### src/rtl/spu_ln_ctrl.sv
// Layernorm sequencer: a statistics pass (SUM_COUNT), then SUM_DIV and SQRT handshakes,
// then an output pass (OUT) that re-reads the row and writes the normalized words back.
module spu_ln_ctrl #(
    parameter int ADDR_W       = 9,
    parameter int RD_LAT       = 1,
    parameter int SQRT_TIMEOUT = 200
) (
    input  logic              core_clk,
    input  logic              rst_n,
    input  logic              start,
    input  logic              abort,
    input  logic [ADDR_W:0]   cfg_len,
    input  logic [ADDR_W-1:0] cfg_rd_base,
    input  logic [ADDR_W-1:0] cfg_wr_base,
    input  logic              sum_div_finish,
    input  logic              sqrt_reci_finish,
    output logic [2:0]        ln_state,
    output logic              sum_div_cnt,
    output logic [7:0]        sqrt_cnt,
    output logic              sum_en,
    output logic              buf_rd_en,
    output logic [ADDR_W-1:0] buf_rd_addr,
    output logic              buf_wr_en,
    output logic [ADDR_W-1:0] buf_wr_addr,
    output logic              busy,
    output logic              done,
    output logic              err
);
    localparam int CW = ADDR_W + 2;

    typedef enum logic [2:0] {
        S_IDLE = 3'b000,
        S_SUM  = 3'b001,
        S_DIV  = 3'b011,
        S_SQRT = 3'b100,
        S_OUT  = 3'b110
    } ln_state_t;

    ln_state_t         state, state_nxt;
    logic [ADDR_W:0]   len_q;
    logic [ADDR_W-1:0] rd_base_q, wr_base_q;
    logic [CW-1:0]     cyc, len_ext;
    logic [RD_LAT:0]   vld_pipe;
    logic              rd_en, sum_last, out_last, timeout, done_nxt, launch;

    assign len_ext  = CW'(len_q);
    assign rd_en    = ((state == S_SUM) || (state == S_OUT)) && (cyc < len_ext);
    // Both passes run past the last read until the delayed enable has drained
    assign sum_last = (cyc == len_ext + CW'(RD_LAT));
    assign out_last = (cyc == len_ext + CW'(RD_LAT - 1));
    assign timeout  = (sqrt_cnt == 8'(SQRT_TIMEOUT));
    assign launch   = (state == S_IDLE) && start && !abort && (cfg_len != '0);

    always_comb begin
        state_nxt = state;
        done_nxt  = 1'b0;
        err       = 1'b0;
        if (abort) begin
            state_nxt = S_IDLE;
        end else begin
            case (state)
                S_IDLE: begin
                    if (start) begin
                        if (cfg_len == '0) done_nxt  = 1'b1;
                        else               state_nxt = S_SUM;
                    end
                end
                S_SUM:  if (sum_last) state_nxt = S_DIV;
                S_DIV:  if (sum_div_cnt && sum_div_finish) state_nxt = S_SQRT;
                S_SQRT: begin
                    if (sqrt_reci_finish) begin
                        state_nxt = S_OUT;
                    end else if (timeout) begin
                        state_nxt = S_IDLE;
                        err       = 1'b1;
                    end
                end
                S_OUT: begin
                    if (out_last) begin
                        state_nxt = S_IDLE;
                        done_nxt  = 1'b1;
                    end
                end
                default: state_nxt = S_IDLE;
            endcase
        end
    end

    always_ff @(posedge core_clk or negedge rst_n) begin
        if (!rst_n) begin
            state       <= S_IDLE;
            len_q       <= '0;
            rd_base_q   <= '0;
            wr_base_q   <= '0;
            cyc         <= '0;
            vld_pipe    <= '0;
            sum_div_cnt <= 1'b0;
            sqrt_cnt    <= '0;
            done        <= 1'b0;
        end else begin
            state <= state_nxt;
            done  <= done_nxt;
            if (launch) begin
                len_q     <= cfg_len;
                rd_base_q <= cfg_rd_base;
                wr_base_q <= cfg_wr_base;
            end
            // Returning to IDLE flushes any reads still in flight
            vld_pipe <= (state_nxt == S_IDLE) ? '0 : {vld_pipe[RD_LAT-1:0], rd_en};
            if (state_nxt != state) cyc <= '0;
            else if (rd_en || (state == S_SUM) || (state == S_OUT)) cyc <= cyc + 1'b1;
            sum_div_cnt <= (state == S_DIV) && (state_nxt == S_DIV);
            if ((state == S_SQRT) && (state_nxt == S_SQRT))
                sqrt_cnt <= (sqrt_cnt == 8'hFF) ? sqrt_cnt : sqrt_cnt + 8'd1;
            else
                sqrt_cnt <= '0;
        end
    end

    assign ln_state    = state;
    assign busy        = (state != S_IDLE);
    assign buf_rd_en   = rd_en;
    assign buf_rd_addr = rd_en ? rd_base_q + ADDR_W'(cyc) : '0;
    assign sum_en      = (state == S_SUM) && vld_pipe[RD_LAT];
    assign buf_wr_en   = (state == S_OUT) && vld_pipe[RD_LAT-1];
    assign buf_wr_addr = buf_wr_en ? wr_base_q + ADDR_W'(cyc - CW'(RD_LAT)) : '0;
endmodule
### config.mk
export PLATFORM = sky130hd
export DESIGN_NAME = spu_ln_ctrl
export DESIGN_NICKNAME = d
export VERILOG_FILES = /design/src/rtl/spu_ln_ctrl.sv
export SDC_FILE = /design/constraint.sdc
export NUM_CORES = 1
export LEC_CHECK = 0
export ABC_CLOCK_PERIOD_IN_PS = 6200
export CAP_MARGIN = 15
export CORE_ASPECT_RATIO = 1.1
export CORE_MARGIN = 3
export CORE_UTILIZATION = 30
export CTS_CLUSTER_DIAMETER = 80
export DETAILED_ROUTE_END_ITERATION = 10
export DONT_BUFFER_PORTS = 1
export PLACE_DENSITY = 0.44
export SLEW_MARGIN = 30
export SYNTH_ARGS = -nofsm -noshare
export SYNTH_HDL_FRONTEND = slang
export SYNTH_SLANG_ARGS = --single-unit
### constraint.sdc
create_clock -name core_clk -period 6.2 [get_ports core_clk]
set_input_delay 0.62 -clock core_clk [delete_from_list [all_inputs] [get_ports core_clk]]
set_output_delay 0.62 -clock core_clk [all_outputs]
set_load 0.02 [all_outputs]
==> flow_metrics.py, run 1 <==
metrics = {
    "global_routing": {
        "grt_pass1_wl_um": 18100,
        "grt_max_degree": 55,
        "gr-usage-all-layers_pct": 14.7,
        "antenna_found_initial": 0,
        "grt_overflow": 0,
        "grt_pass1_vias": 3358,
    },
    "floorplanning": {
        "coreArea_um2": 13500,
        "num_rows": 44,
        "start_util_pct": 31.3,
        "ios": 70,
        "die_h_um": 130,
        "dieArea_um2": 15500,
        "die_width_um": 119,
    },
    "clocking": {
        "clockBufferDepth": 2,
        "cts_tree": "yes",
        "postCtsSetupRepairBufs": 0,
        "root_buffer": "clkbuf_16",
        "clkLatencyLatePin_ns": 0.31,
        "clock-sinks": 54,
        "cts-buffers-inserted": 5,
        "cts.clk_slew.worst_paths_ns": 0.07,
        "cts_max_level": 2,
    },
    "yosys": {
        "syn_avg_cell_area_um2": 8.77,
        "syn_area_um2": 4220,
        "synthesis.nets": 554,
        "synth_warnings": 0,
        "yosysUniqueCellTypes": 56,
        "ys_ff_latch": 54,
        "synth_top_area_share_pct": 32.0,
        "yosys-top-cells-area": "dfrtp_1 32%, ha_1 11%, mux2_2 5.9%, inv_1 4.6%, xnor2_1 4.6%",
        "syn_inst": 481,
        "synth_edf_count": 0,
        "synth_flop_cell": "dfrtp_1",
        "synth_top_area_cell": "dfrtp_1",
        "seq_area_frac_synth_pct": 32.0,
        "ys_async_sr_fraction_pct": 100,
    },
    "setup_path": {
        "required_ns": 5.58,
        "arrival_ns": 3.38,
        "rr_worst_depth": 7,
        "cp_max_fo": 9,
        "startpoint_type": "flip-flop",
        "reg2reg_to": "cyc[7]",
        "worst_setup_path_end_kind": "output port",
        "r2r_setup_slack_ns": 2.88,
        "reg2reg_from": "cyc[6]",
        "critical_path_class": "reg -> out",
    },
    "min_path": {
        "hold_class": "in -> async",
    },
    "cells_and_area": {
        "fin_area_um2": 4530,
        "syn2layout_area_growth_pct": 7.39,
        "fillers": 1417,
        "final_net_count": 542,
        "drive_above_1_share_pct": 9.15,
        "utilization_pct": 33.6,
        "seqCellArea_um2": 1350,
        "diodes": 0,
        "multi_input_area_um2": 2550,
    },
    "timing": {
        "slew_headroom_pct": 39.0,
        "post-route-min-period_ns": 4.00,
        "worst_pin_slew_ns": 0.907,
        "rsz0062_at_grt": "no",
        "tns_ns": 0,
        "fmax_mhz": 250,
        "setup_violations": 0,
        "clock-skew-final_ns": 0.00676,
        "layout_setup_ws_ns": 2.20,
        "holdWs_ns": 0.171,
        "final_hold_viol_count": 0,
        "fin_crit_sh_pct": 64.5,
        "maxSlewViolCount": 0,
    },
    "job": {
        "max-cap-violations": 0,
    },
    "power": {
        "switchingPower_mw": 0.385,
        "p_leak_nw": 1.98,
        "power_frac_seq_pct": 39.8,
        "intPower_mw": 0.696,
        "switching_share_pct": 35.6,
        "peakVddDrop_v": 0.000117,
        "p_clk_share_pct": 27.8,
        "p_per_area_nw_per_um2": 239,
        "comb_power_share_pct": 32.4,
    },
    "detailed_routing": {
        "antenna_left": 0,
        "firstDrtPassIters": 4,
        "drc_errors": 0,
        "totalWireLength_um": 11100,
        "dr_total_vias": 3345,
        "avgRoutedWirePerCell_um": 16.9,
        "drt_iter0_drc": 188,
        "avgViaCountPerCell": 5.11,
    },
    "placed_design": {
        "gp_congestion": 0.786,
        "io_buffers": 0,
        "place_area_um2": 4350,
        "dpl_worst_slack_ns": 2.47,
        "dp_hpwl_um": 8270,
    },
    "outcome": {
        "status": "completed",
    },
}
-- power groups by stage --
| stage | clock network [mW] | logic, mW | registers [mW] |
|---|---|---|---|
| after global routing | 0.331 | 0.401 | 0.437 |
| final | 0.300 | 0.350 | 0.430 |
| after global placement | 0 | 0.342 | 0.437 |
| after detailed placement | 0 | 0.344 | 0.438 |
| after floorplan | 0 | 0.288 | 0.422 |
| after CTS | 0.316 | 0.356 | 0.431 |
-- cell usage in the layout (no fill, tap or decap), drive strengths merged, types with 8 or more instances in the layout --
master	netlist	routed
nor2	26	26
xor2	14	14
o21ai	26	26
nand2	40	40
nor4	10	10
ha	37	37
a21oi	18	18
nor3b	15	15
xnor2	22	22
nand4	9	9
inv	52	53
and3	8	8
nand3	11	11
nor3	25	25
mux2	22	22
dfrtp	54	54
-- registers in the layout, indices dropped and copies added (netlist names) --
register and count:
cyc 11, done 1, len_q 10, ln_state 3
rd_base_q 9, sqrt_cnt 8, sum_div_cnt 1, vld_pipe 2
wr_base_q 9
-- synthesized netlist by cell type, types with 3 or more instances --
master     instances
dfrtp_1           54
inv_1             52
nand2_1           40
ha_1              37
nor2_1            26
o21ai_0           26
nor3_1            25
mux2_2            22
xnor2_1           22
a21oi_1           18
clkbuf_1          16
nor3b_1           15
xor2_1            14
nand3_1           11
nand4_1            9
and3_1             8
nor4_1             8
a21o_1             5
o21bai_1           5
a2111oi_0          4
nand2b_1           4
nor2b_1            4
or3_1              4
buf_2              3
o21a_1             3
o31a_1             3
or2_2              3
-- cell families after synthesis --
| logic type | after synthesis | synth area share [%] |
|---|---|---|
| compound gates | 81 | 12.8 |
| xor+xnor | 36 | 7.48 |
| fa+ha+maj | 39 | 11.9 |
| buf+inv | 75 | 7.48 |
| flops | 54 | 32.0 |
| mux | 23 | 6.11 |
| simple gates | 173 | 22.2 |
-- worst max path at each step --
| stage | start | cells after the start | slack (ns) | end |
|---|---|---|---|---|
| after global routing | cyc[2] | 10 | 1.90 | buf_wr_addr[8] |
| after global placement | ln_state[1] | 4 | 2.54 | buf_rd_addr[7] |
| after floorplan | cyc[2] | 11 | 2.73 | buf_wr_addr[8] |
| after CTS | ln_state[1] | 4 | 2.12 | buf_rd_addr[7] |
| after detailed placement | ln_state[1] | 4 | 2.47 | buf_rd_addr[7] |
| final | cyc[2] | 10 | 2.20 | buf_wr_addr[8] |
-- metrics by stage --
stage / power (mW) / std cells
floorplan: 0.710 / 481
global placement: 0.779 / 645
detailed placement: 0.781 / 645
CTS: 1.10 / 654
global route: 1.17 / 654
finish: 1.08 / 654
-- timing repair --
action	4_1_cts	5_1_grt
hold buffers	1	0
gates resized for setup	0	0
hold endpoints to repair	54	0
-- area by class of cell --
| class | count | share of cell area (%) |
|---|---|---|
| Multi-Input combinational cell | 352 | 56.3 |
| Sequential cell | 54 | 29.9 |
| Tap cell | 184 | 5.08 |
| Inverter | 52 | 4.31 |
| Clock buffer | 5 | 2.76 |
| Timing Repair Buffer | 4 | 1.10 |
| Clock inverter | 3 | 0.552 |
-- worst max-delay path: stages, from the launching register on --
cell       delay [ns]
dfrtp_1          0.55
inv_1            0.15
ha_1             0.30
inv_1            0.06
ha_1             0.29
a21o_1           0.16
a21oi_1          0.22
o21bai_1         0.11
a2111oi_0        0.54
nor4_1           0.13
nor3_1           0.55
-- metal layers --
layer	GRT usage [%]	vias up	part of all wire, %
met5	0	-	0
met1	19.3	1619	46
met2	25.0	56	49
met3	2.82	7	3.6
met4	4.09	0	1.2
li1	-	1663	-
No activity file was read; power rests on OpenSTA's default activity.
==> run 2: changes to the inputs <==
--- a/config.mk
+++ b/config.mk
@@ -5,7 +5,7 @@
 export SDC_FILE = /design/constraint.sdc
 export NUM_CORES = 1
 export LEC_CHECK = 0
-export ABC_CLOCK_PERIOD_IN_PS = 6200
+export ABC_CLOCK_PERIOD_IN_PS = 3600
 export CAP_MARGIN = 15
 export CORE_ASPECT_RATIO = 1.1
 export CORE_MARGIN = 3
@@ -13,7 +13,7 @@
 export CTS_CLUSTER_DIAMETER = 80
 export DETAILED_ROUTE_END_ITERATION = 10
 export DONT_BUFFER_PORTS = 1
-export PLACE_DENSITY = 0.44
+export PLACE_DENSITY = 0.45
 export SLEW_MARGIN = 30
 export SYNTH_ARGS = -nofsm -noshare
 export SYNTH_HDL_FRONTEND = slang
==> constraint.sdc (replaced) <==
create_clock -name core_clk -period 3.6 [get_ports core_clk]
set_input_delay 0.36 -clock core_clk [delete_from_list [all_inputs] [get_ports core_clk]]
set_output_delay 0.36 -clock core_clk [all_outputs]
set_load 0.02 [all_outputs]
==> run 2 against run 1 <==
Wire length fell by 2.1%. Global-route usage shrank 0.31 points. Clock power up 73%. Sequential share of layout area down 1.1 points. Critical endpoint unchanged.
==> flow_metrics.py, run 2 (same netlist as run 1, synthesis figures left out) <==
metrics = {
    "floorplanning": {
        "dieArea_um2": 15500,
        "die_h_um": 130,
        "die_width_um": 119,
        "start_util_pct": 31.3,
        "num_rows": 44,
        "ios": 70,
        "coreArea_um2": 13500,
    },
    "clocking": {
        "root_buffer": "clkbuf_16",
        "clockBufferDepth": 2,
        "postCtsSetupRepairBufs": 0,
        "clock-sinks": 54,
        "cts_max_level": 2,
        "cts_tree": "yes",
        "clkLatencyLatePin_ns": 0.31,
        "cts.clk_slew.worst_paths_ns": 0.08,
        "cts-buffers-inserted": 5,
    },
    "power": {
        "peakVddDrop_v": 0.000172,
        "p_leak_nw": 2.10,
        "p_per_area_nw_per_um2": 402,
    },
    "setup_path": {
        "cp_max_fo": 8,
        "arrival_ns": 3.00,
        "crit_chain": "inv_1, ha_1, inv_1, ha_1, a21o_1, a21oi_1, o21bai_1, a2111oi_1, nor4_1, nor3_1, buf_4",
        "startpoint_type": "flip-flop",
        "required_ns": 3.24,
        "cp_slowest_stage_delay_ns": 0.55,
        "critical_path_class": "reg -> out",
        "worst_setup_path_end_kind": "output port",
        "slowest_stage": "dfrtp_1",
    },
    "timing": {
        "holdWs_ns": 0.110,
        "final_hold_viol_count": 0,
        "setup_violations": 0,
        "worst_pin_slew_ns": 0.729,
        "tns_ns": 0,
        "clock-skew-final_ns": 0.00564,
        "post-route-min-period_ns": 3.36,
        "maxSlewViolCount": 0,
        "layout_setup_ws_ns": 0.239,
        "rsz0062_at_grt": "no",
        "slew_headroom_pct": 51.0,
        "fmax_mhz": 298,
        "fin_crit_sh_pct": 93.4,
    },
    "detailed_routing": {
        "totalWireLength_um": 10800,
        "dr_total_vias": 3454,
        "firstDrtPassIters": 4,
        "avgRoutedWirePerCell_um": 16.0,
        "avgViaCountPerCell": 5.11,
        "drc_errors": 0,
        "antenna_left": 0,
        "drt_iter0_drc": 146,
    },
    "placed_design": {
        "io_buffers": 0,
        "dpl_worst_slack_ns": 0.486,
        "gp_congestion": 0.830,
        "dp_hpwl_um": 8300,
    },
    "global_routing": {
        "antenna_found_initial": 0,
        "grt_pass1_vias": 3582,
        "grt_overflow": 0,
        "grt_pass1_wl_um": 17900,
        "gr-usage-all-layers_pct": 14.4,
        "grt_max_degree": 55,
    },
    "cells_and_area": {
        "final_common_cell": "dfrtp_1",
        "diodes": 0,
        "syn2layout_area_growth_pct": 11.4,
        "fillers": 1409,
        "largest-register": "cyc",
        "layout_common_cells": "54 x dfrtp_1, 52 x inv_1, 40 x nand2_1, 37 x ha_1",
        "multi_input_area_um2": 2550,
        "largest_reg_flops": 11,
        "seqCellArea_um2": 1350,
        "reg.largest.list": "cyc (11), len_q (10)",
        "drive_above_1_share_pct": 12.8,
        "final_net_count": 564,
    },
    "job": {
        "max-cap-violations": 0,
    },
    "outcome": {
        "status": "completed",
    },
    "min_path": {
        "hold_class": "in -> reg",
    },
}
==> run 2: final timing paths <==
check	to	from	slack, ns	depth (start not counted)
max in group asynchronous	len_q[2]	rst_n	2.78	2
hold reg to reg	rd_base_q[0]	rd_base_q[0]	0.52	1
hold / removal	done	abort	0.11	1
min in group asynchronous	rd_base_q[1]	rst_n	0.56	2
setup reg to reg	cyc[5]	len_q[6]	0.62	9
setup / recovery	buf_wr_addr[8]	cyc[1]	0.24	11
==> run 2: repair_timing <==
| item | in CTS | in global routing |
|---|---|---|
| gates resized for setup | 0 | 2 |
| setup endpoints to repair | 0 | 2 |
| hold endpoints to repair | 54 | 0 |
| hold buffers | 2 | 0 |
==> run 2: routing by layer <==
metal | global-route usage (%) | routed length [um] | share of wire (%)
met1 | 18.2 | 4950 | 46
met2 | 25.2 | 5300 | 49
met3 | 2.21 | 392 | 3.6
met4 | 5.11 | 182 | 1.7
met5 | 0 | 0 | 0
==> run 2: critical path, delay by kind of cell, from the launching register on <==
family | cells | cell delay, ns
flops | 1 | 0.55
simple gates | 2 | 0.31
compound gates | 4 | 1.01
buf+inv | 3 | 0.32
fa+ha+maj | 2 | 0.49
==> run 2: report_power, final <==
| part | total (mW) | leakage (nW) | internal (mW) | switching, mW |
|---|---|---|---|---|
| Combinational | 0.633 | 1.33 | 0.289 | 0.344 |
| Clock | 0.518 | 0.0704 | 0.263 | 0.255 |
| Sequential | 0.738 | 0.699 | 0.671 | 0.0673 |
| Total | 1.89 | 2.10 | 1.22 | 0.667 |
==> run 2: final cells by class <==
| type | count | area share [%] |
|---|---|---|
| inverter | 52 | 4.15 |
| clock inverter | 3 | 0.533 |
| clock buffer | 5 | 2.66 |
| timing repair buffer | 26 | 4.63 |
| tap | 184 | 4.90 |
| multi-input combinational | 352 | 54.4 |
| sequential | 54 | 28.8 |
==> run 2: stage by stage <==
stage / util, % / power (mW) / cell area [um^2] / cells
2_1_floorplan: - / 1.22 / 4220 / 481
3_3_place_gp: 33.4 / 1.36 / 4510 / 666
3_5_place_dp: 33.4 / 1.37 / 4510 / 666
4_1_cts: 34.8 / 1.93 / 4700 / 676
5_1_grt: 34.8 / 2.04 / 4700 / 676
6_report: 34.8 / 1.89 / 4700 / 676
==> run 3: changes to the inputs <==
--- a/config.mk
+++ b/config.mk
@@ -13,7 +13,6 @@
 export CTS_CLUSTER_DIAMETER = 80
 export DETAILED_ROUTE_END_ITERATION = 10
 export DONT_BUFFER_PORTS = 1
-export PLACE_DENSITY = 0.45
 export SLEW_MARGIN = 30
 export SYNTH_ARGS = -nofsm -noshare
 export SYNTH_HDL_FRONTEND = slang
==> run 3 against run 2 <==
Cell count fell by 0.59%. Sequential share of layout area barely moved. Critical path depth did not move. Clock power rose by 5.8%. Largest power group unchanged.
==> flow_metrics.py, run 3 (same netlist as run 1, synthesis figures left out) <==
metrics = {
    "outcome": {
        "status": "completed",
    },
    "setup_path": {
        "crit_chain": "inv_1, ha_1, inv_1, ha_1, fa_1, a21o_1, a21oi_1, o21bai_1, a21oi_1, xor2_1, nor2_1",
        "cp_max_fo": 8,
        "critical_path_class": "reg -> out",
        "worst_setup_path_end_kind": "output port",
        "slowest_stage": "dfrtp_1",
        "required_ns": 3.24,
        "crit_family": "adder cells",
        "cp_slowest_stage_delay_ns": 0.53,
        "path_buf_inv": 2,
        "arrival_ns": 2.99,
        "startpoint_type": "flip-flop",
    },
    "detailed_routing": {
        "totalWireLength_um": 10700,
        "antenna_left": 0,
        "avgRoutedWirePerCell_um": 15.9,
        "avgViaCountPerCell": 5.16,
        "dr_total_vias": 3466,
        "drc_errors": 0,
        "firstDrtPassIters": 4,
        "drt_iter0_drc": 122,
    },
    "cells_and_area": {
        "multi_input_area_um2": 2560,
        "largest-register": "cyc",
        "reg.largest.list": "cyc (11), len_q (10)",
        "largest_reg_flops": 11,
        "final_common_cell": "dfrtp_1",
        "utilization_pct": 34.8,
        "fillers": 1361,
        "diodes": 0,
        "final_net_count": 560,
        "seqCellArea_um2": 1350,
        "drive_above_1_share_pct": 12.7,
        "layout_common_cells": "53 x dfrtp_1, 52 x inv_1, 40 x nand2_1, 37 x ha_1",
        "syn2layout_area_growth_pct": 11.3,
    },
    "timing": {
        "clock-skew-final_ns": 0.00625,
        "fmax_mhz": 298,
        "final_hold_viol_count": 0,
        "setup_violations": 0,
        "fin_crit_sh_pct": 93.1,
        "slew_headroom_pct": 54.2,
        "post-route-min-period_ns": 3.35,
        "maxSlewViolCount": 0,
        "tns_ns": 0,
        "worst_pin_slew_ns": 0.682,
        "holdWs_ns": 0.127,
        "rsz0062_at_grt": "no",
    },
    "clocking": {
        "postCtsSetupRepairBufs": 0,
        "cts-buffers-inserted": 5,
        "clock-sinks": 54,
        "clkLatencyLatePin_ns": 0.30,
        "clockBufferDepth": 2,
        "cts_tree": "yes",
        "root_buffer": "clkbuf_16",
        "cts.clk_slew.worst_paths_ns": 0.07,
        "cts_max_level": 2,
    },
    "global_routing": {
        "gr-usage-all-layers_pct": 13.7,
        "grt_overflow": 0,
        "grt_pass1_wl_um": 17200,
        "antenna_found_initial": 0,
        "grt_max_degree": 55,
        "grt_pass1_vias": 3529,
    },
    "floorplanning": {
        "start_util_pct": 31.3,
        "die_h_um": 130,
        "ios": 70,
        "num_rows": 44,
        "coreArea_um2": 13500,
        "dieArea_um2": 15500,
        "die_width_um": 119,
    },
    "placed_design": {
        "gp_congestion": 0.906,
        "dp_hpwl_um": 8240,
        "io_buffers": 0,
    },
    "min_path": {
        "hold_class": "in -> reg",
    },
    "job": {
        "max-cap-violations": 0,
    },
    "power": {
        "p_leak_nw": 2.09,
        "p_per_area_nw_per_um2": 414,
        "peakVddDrop_v": 0.000182,
    },
}
-- run 3: final timing paths --
check / from / slack, ns / to / cells past startpoint
max reg2reg: len_q[6] / 0.63 / cyc[1] / 9
min in group asynchronous: rst_n / 0.57 / done / 2
min reg2reg: rd_base_q[6] / 0.52 / rd_base_q[6] / 1
min: abort / 0.13 / sum_div_cnt / 1
max in group asynchronous: rst_n / 2.75 / cyc[2] / 2
max: cyc[1] / 0.25 / buf_wr_addr[7] / 11
-- run 3: layout make-up --
| cell class | instances | share of cell area (%) |
|---|---|---|
| Timing Repair Buffer | 22 | 4.00 |
| Clock buffer | 5 | 2.67 |
| Multi-Input combinational cell | 352 | 54.6 |
| Inverter | 52 | 4.16 |
| Sequential cell | 54 | 28.8 |
| Clock inverter | 3 | 0.853 |
| Tap cell | 184 | 4.90 |
-- run 3: layer usage --
layer | track usage (%) | up-vias | part of all wire (%)
met1 | 17.0 | 1694 | 44
met2 | 24.1 | 58 | 51
met4 | 5.59 | 0 | 2.7
li1 | - | 1697 | -
met5 | 0 | - | 0
met3 | 1.69 | 17 | 3.1
-- run 3: repair_timing --
item,4_1_cts,5_1_grt
setup endpoints to repair,1,2
resized for setup,1,4
endpoints found under the hold margin,54,0
pin swaps,0,0
hold buffers,2,0
-- run 3: power by group --
part	total, mW	internal, mW	switching [mW]	leakage [nW]
clock	0.548	0.326	0.222	0.0836
sequential	0.740	0.672	0.0685	0.697
combinational	0.654	0.295	0.359	1.31
total	1.94	1.29	0.650	2.09
-- run 3: stage by stage --
step | cells | instance area [um^2] | worst slack, ns | total power [mW]
2_1_floorplan | 481 | 4220 | 0.394 | 1.22
5_1_grt | 672 | 4690 | 0.0327 | 2.08
3_3_place_gp | 662 | 4480 | 0.424 | 1.34
6_report | 672 | 4690 | 0.248 | 1.94
3_5_place_dp | 662 | 4480 | 0.350 | 1.37
4_1_cts | 672 | 4680 | 0.0589 | 1.96
